<file path="src/rtl/pp_reduction_sequencer.sv">
`default_nettype none
// ============================================================================
// Module   : compressor_42 / pp_reduction_sequencer
// Brief    : Sequential Booth partial-product reducer. Two partial products
//            per beat are folded into running sum/carry registers through a
//            single 4:2 compressor; a registered carry-propagate add then
//            produces the final WIDTH-bit result.
// Revision : 1.0 - initial release
// ============================================================================

// 4:2 compressor built from two full-adder rows. The carry output is already
// shifted left by one so that a+b+c+d == sum+carry (mod 2^WIDTH).
module compressor_42 #(
    parameter int WIDTH = 128
) (
    input  logic [WIDTH-1:0] a,
    input  logic [WIDTH-1:0] b,
    input  logic [WIDTH-1:0] c,
    input  logic [WIDTH-1:0] d,
    output logic [WIDTH-1:0] sum,
    output logic [WIDTH-1:0] carry
);

    logic [WIDTH-1:0] w_s1;
    logic [WIDTH-1:0] w_cin;
    logic [WIDTH-2:0] w_c1;

    assign carry[0] = 1'b0;

    for (genvar i = 0; i < WIDTH; i++) begin : g_bit
        assign w_s1[i] = a[i] ^ b[i] ^ c[i];
        if (i == 0) begin : g_lsb
            assign w_cin[i] = 1'b0;
        end else begin : g_chain
            assign w_cin[i] = w_c1[i-1];
        end
        assign sum[i] = w_s1[i] ^ d[i] ^ w_cin[i];
        // Carries out of the top bit fall outside the modulus and are dropped.
        if (i < WIDTH - 1) begin : g_carry
            assign w_c1[i]    = (a[i] & b[i]) | (a[i] & c[i]) | (b[i] & c[i]);
            assign carry[i+1] = (w_s1[i] & d[i]) | (w_s1[i] & w_cin[i]) | (d[i] & w_cin[i]);
        end
    end

endmodule

module pp_reduction_sequencer #(
    parameter int WIDTH  = 128,
    parameter int MAX_PP = 16,
    parameter int CNT_W  = 5
) (
    input  logic             clk,
    input  logic             rst,
    input  logic             start,
    input  logic [CNT_W-1:0] pp_count,
    output logic             busy,
    output logic             err,
    input  logic             in_valid,
    output logic             in_ready,
    input  logic [WIDTH-1:0] in_pp0,
    input  logic [WIDTH-1:0] in_pp1,
    output logic             out_valid,
    input  logic             out_ready,
    output logic [WIDTH-1:0] out_result
);

    localparam logic [CNT_W-1:0] c_MAX_PP = CNT_W'(MAX_PP);
    localparam logic [CNT_W-1:0] c_ONE    = CNT_W'(1);

    typedef enum logic [1:0] {
        ST_IDLE  = 2'd0,
        ST_ACCUM = 2'd1,
        ST_FINAL = 2'd2,
        ST_DONE  = 2'd3
    } state_t;

    state_t r_state;
    state_t w_next_state;

    logic [WIDTH-1:0] r_sum;
    logic [WIDTH-1:0] r_carry;
    logic [WIDTH-1:0] r_result;
    logic [CNT_W-1:0] r_beats_left;
    logic             r_odd;
    logic             r_err;

    logic             w_count_ok;
    logic [CNT_W-1:0] w_beats_init;
    logic             w_beat_fire;
    logic             w_last_beat;
    logic [WIDTH-1:0] w_lane1;
    logic [WIDTH-1:0] w_cmp_sum;
    logic [WIDTH-1:0] w_cmp_carry;

    assign w_count_ok   = (pp_count != '0) && (pp_count <= c_MAX_PP);
    // ceil(pp_count/2) without needing an extra carry bit
    assign w_beats_init = (pp_count >> 1) + {{(CNT_W-1){1'b0}}, pp_count[0]};
    assign w_beat_fire  = in_valid && in_ready;
    assign w_last_beat  = (r_beats_left == c_ONE);
    // The final beat of an odd count carries only one real partial product.
    assign w_lane1      = (w_last_beat && r_odd) ? '0 : in_pp1;

    compressor_42 #(
        .WIDTH (WIDTH)
    ) u_cmp (
        .a     (r_sum),
        .b     (r_carry),
        .c     (in_pp0),
        .d     (w_lane1),
        .sum   (w_cmp_sum),
        .carry (w_cmp_carry)
    );

    // State register
    always_ff @(posedge clk) begin
        if (rst) begin
            r_state <= ST_IDLE;
        end else begin
            r_state <= w_next_state;
        end
    end

    // Next-state decode and handshake outputs
    always_comb begin
        w_next_state = r_state;
        busy         = 1'b1;
        in_ready     = 1'b0;
        out_valid    = 1'b0;
        case (r_state)
            ST_IDLE: begin
                busy = 1'b0;
                if (start && w_count_ok) begin
                    w_next_state = ST_ACCUM;
                end
            end
            ST_ACCUM: begin
                in_ready = 1'b1;
                if (in_valid && w_last_beat) begin
                    w_next_state = ST_FINAL;
                end
            end
            ST_FINAL: begin
                w_next_state = ST_DONE;
            end
            ST_DONE: begin
                out_valid = 1'b1;
                if (out_ready) begin
                    w_next_state = ST_IDLE;
                end
            end
            default: begin
                w_next_state = ST_IDLE;
            end
        endcase
    end

    // Datapath: operation setup, beat accumulation and final carry-propagate add
    always_ff @(posedge clk) begin
        if (rst) begin
            r_sum        <= '0;
            r_carry      <= '0;
            r_result     <= '0;
            r_beats_left <= '0;
            r_odd        <= 1'b0;
            r_err        <= 1'b0;
        end else begin
            r_err <= 1'b0;
            case (r_state)
                ST_IDLE: begin
                    if (start) begin
                        if (w_count_ok) begin
                            r_beats_left <= w_beats_init;
                            r_odd        <= pp_count[0];
                            r_sum        <= '0;
                            r_carry      <= '0;
                        end else begin
                            r_err <= 1'b1;
                        end
                    end
                end
                ST_ACCUM: begin
                    if (w_beat_fire) begin
                        r_sum        <= w_cmp_sum;
                        r_carry      <= w_cmp_carry;
                        r_beats_left <= r_beats_left - c_ONE;
                    end
                end
                ST_FINAL: begin
                    r_result <= r_sum + r_carry;
                end
                default: begin
                end
            endcase
        end
    end

    assign err        = r_err;
    assign out_result = r_result;

endmodule
`default_nettype wire

</file>
<file path="config.mk">
export PLATFORM = sky130hd
export DESIGN_NAME = pp_reduction_sequencer
export DESIGN_NICKNAME = d
export VERILOG_FILES = /design/src/rtl/pp_reduction_sequencer.sv
export SDC_FILE = /design/constraint.sdc
export NUM_CORES = 2
export LEC_CHECK = 0
export ABC_AREA = 1
export ABC_CLOCK_PERIOD_IN_PS = 2900
export CAP_MARGIN = 20
export CORE_AREA = 2 2 358 183
export CTS_CLUSTER_DIAMETER = 80
export DETAILED_ROUTE_END_ITERATION = 10
export DIE_AREA = 0 0 360 185
export PLACE_DENSITY_LB_ADDON = 0.08
export SLEW_MARGIN = 25
export SYNTH_ARGS = -nofsm -noshare
export SYNTH_HDL_FRONTEND = slang
export SYNTH_SLANG_ARGS = --single-unit
</file>
<file path="constraint.sdc">
create_clock -name clk -period 2.9 [get_ports clk]
set_clock_uncertainty 0.1 [all_clocks]
set_input_delay 0.725 -clock clk [delete_from_list [all_inputs] [get_ports clk]]
set_output_delay 0.725 -clock clk [all_outputs]
set_load 0.005 [all_outputs]
</file>
==> run_results.csv <==
group,metric,value,unit
worst_setup_path,end_kind,"flop",
die,start_util,0.533,
route,met3_length,20600,um
route,routed_via_density,5.23,
worst_setup_path,worstSetupStartpointType,"flop",
finish,final_cell_count_no_fill,6909,
yosys,ys_types,37,
timing,hold_violations,0,
route,drc,0,
worst_setup_path,reg2reg_from,"r_sum[111]",
yosys,synth_warnings,0,
yosys,syn-mean-instance-area,6.20,um2
yosys,synth-seq-cells,392,
clocking,cts_buffers,38,
min_path,hold_class,"reg -> reg",
yosys,synth_seq_area_share,0.231,
timing,period_needed,2890,ps
clocking,clkLatencyLatePin,580,ps
finish,fillers,5893,
pwr,internal_power,12400,uW
finish,drive_gt1_frac,0.0726,
global_route,grt_usage,0.389,
clocking,clock_sinks,392,
placed_design,port_buffers,397,
route,routedWlPerCell,19.0,um
worst_setup_path,path_class,"reg -> reg",
timing,fin_worst_hold_slack,363,ps
route,wl_met2,46200,um
timing,slew_violations,0,
route,postRouteAntennaNets,0,
worst_setup_path,r2r_end,"out_result[121]",
clocking,clkSlewWorstSetupHoldPaths,70,ps
pwr,swShare,0.378,
worst_setup_path,rrSetupSlack,10,ps
timing,worstMarginPinSlew,854,ps
yosys,synth_top_area_share,0.231,
worst_setup_path,path_max_fanout,5,
min_path,hold_start,"r_odd",
finish,synthToLayoutAreaGrowth,24.1,%
placed_design,numPlacedInstances,6843,
pwr,leakage,0.0226,uW
pwr,peakVddDrop,0.452,mV
yosys,synth_area_leader_cell,"dfxtp_1",
global_route,antenna_found_initial,0,
route,dr.pass1.iters,7,
pwr,switchingPower,7540,uW
die,die-area,0.0666,mm2
yosys,netlist_instances,5479,
placed_design,gp_routability_congestion,1.09,
job,cap_violations,0,
global_route,gr-total-overflow,0,
global_route,grt_max_degree,109,
clocking,post_cts_buffers,0,
yosys,synth_nets,6135,
yosys,yosys-top-cells-area,"dfxtp_1 23%, nand2_1 23%, fa_1 15%, inv_1 12%, nor2_1 6.3%",
yosys,synthesis.area,0.0340,mm2
timing,fmax,346,MHz
worst_setup_path,cp.arrival,3270,ps
timing,fin_crit_sh,0.997,
worst_setup_path,rr_worst_depth,16,
die,die_h,185,um
route,top_layer_used,"met5",
global_route,grt_pass1_vias,32800,
route,wl,131000,um
pwr,p_comb_frac,0.398,
clocking,hold_buffers,0,
route,drt-initial-drc-count,4468,
worst_setup_path,crit_path_start,"r_sum[111]",
die,rows,66,
clocking,clock_path_buffers,3,
outcome,status,"finished clean",
worst_setup_path,required,3280,ps
clocking,cts_root_buf,"clkbuf_16",
timing,grt_setup_unrepaired,"yes",
clocking,cts_tree,"done",
min_path,min_to,"r_odd",
die,core-area,0.0638,mm2
die,ioPinCount,398,
timing,finalSetupViolations,0,
clocking,h-tree-depth,2,
die,die_w,360,um
pwr,seqPwrFrac,0.345,
pwr,clkPwrFrac,0.257,
min_path,holdPathStages,2,
placed_design,pre_cts_ws,-107,ps
route,routed-via-count,36100,
global_route,grt_pass1_wl,196000,um
route,wl_met1,61900,um
placed_design,hpwl,109000,um
timing,slew_headroom,0.430,
finish,fin_nets,6689,
pwr,powerDensity,473,mW/mm2
timing,finalWorstSetupSlack,10.1,ps
[area by class of cell]
cell class              count  area [um2]  area share
multi-input cells        3826       21500       0.510
flip-flops and latches    392        7860       0.186
repair buffers            664        6350       0.150
inverters                1111        4180      0.0991
clock buffers              52        1110      0.0264
well taps                 850        1060      0.0252
clock inverters            12         103     0.00243
diodes                      2        5.00    0.000119
[state kept, by name (all words and copies together) (netlist names)]
name / flops
err: 1
r_state: 2
r_carry: 127
r_beats_left: 5
r_sum: 128
out_result: 128
r_odd: 1
[power by group through the flow]
| stage | Sequential [uW] | Combinational [uW] | Clock [uW] |
|---|---|---|---|
| final | 6880 | 7940 | 5130 |
| after global routing | 6950 | 8700 | 5370 |
| after CTS | 6860 | 7800 | 5150 |
| after detailed placement | 6970 | 7720 | 0 |
| after global placement | 6970 | 7570 | 0 |
| after floorplan | 6760 | 4220 | 0 |
[critical path, stage by stage (launching register included)]
cell and delay [ps]:
dfxtp_1 340, ha_1 400, nand2_1 200, inv_1 60, nand2_1 60, nand2_1 110
a21oi_1 390, nor2_1 100, nor2_2 200, nand2_1 70, a21oi_1 170, buf_4 190
nand2_1 70, nand2_1 70, nand3_2 120, nand2_1 100, inv_1 40
[synth_stat cells, drive strengths merged]
cell type  count
a211oi         3
a21oi        322
or2            1
o211ai         9
o21ai         90
and2           7
ha           137
o22ai          1
nand3        227
nor4           1
fa           253
a22oi         31
a21o           3
clkbuf        91
inv         1110
clkinv         1
dfxtp        392
xnor2         13
nand4         20
nor2         568
nor3          32
buf           59
o21a           2
a21boi         1
xor2          56
o21bai         9
nand2       2039
a31oi          1
[layer usage]
metal / track usage / up-vias
met5: 0.0327 / -
met1: 0.613 / 16600
met2: 0.481 / 2047
li1: - / 17400
met3: 0.158 / 137
met4: 0.0600 / 6
[metrics by stage]
step | setup TNS (ps) | power [uW] | cell area, um2 | util
after global routing | -91.6 | 21000 | 42200 | 0.661
after detailed placement | -5850 | 14700 | 40700 | 0.637
after CTS | 0 | 19800 | 41900 | 0.656
after global placement | -1420 | 14500 | 40700 | 0.637
after floorplan | 0 | 11000 | 34000 | -
final | 0 | 20000 | 42200 | 0.661
[cell usage in the layout, fill, tap and decap left out, types with 5 or more instances in the layout]
cell type           n
and2_1              7
ha_2               21
inv_1            1108
buf_4             238
nor2_2             29
nand2_1          2017
dfxtp_1           384
buf_12             29
o211ai_1            9
ha_1              112
o21ai_0            87
o21bai_1            8
nor2_1            539
fa_1              253
nand3_2            16
nand3_1           211
nand2_2            21
clkinv_2            6
a22oi_1            31
a21oi_1           320
xor2_1             54
clkbuf_8            9
nor3_1             31
clkdlybuf4s50_1   396
xnor2_1            13
nand4_1            20
dfxtp_2             8
inv_6               5
clkbuf_16          39
[cell families (layout without fill, tap and decap cells)]
kind of cell,after synthesis,count (layout),synth area share
AND/OR/NAND/NOR,2895,2895,0.332
buffers and inverters,1261,1839,0.146
adder cells (fa/ha/maj),390,390,0.199
AO/OA/AOI/OAI,472,472,0.0744
XOR/XNOR,69,69,0.0180
flip-flops,392,392,0.231
other,0,2,0
[worst max path at each step]
stage / to / cells after the start / slack (ps)
6_report: out_result[121] / 16 / 10
4_1_cts: out_result[61] / 18 / 20
2_1_floorplan: out_result[93] / 19 / 620
3_5_place_dp: r_sum[84] / 12 / -110
3_3_place_gp: r_carry[84] / 13 / -30
5_1_grt: out_result[121] / 13 / -50
[repair_timing]
item / 4_1_cts / 5_1_grt
setup endpoints to repair: 3 / 77
pin swaps: 0 / 0
resized for setup: 2 / 102
Note: power is estimated with default switching activity, not from simulation.
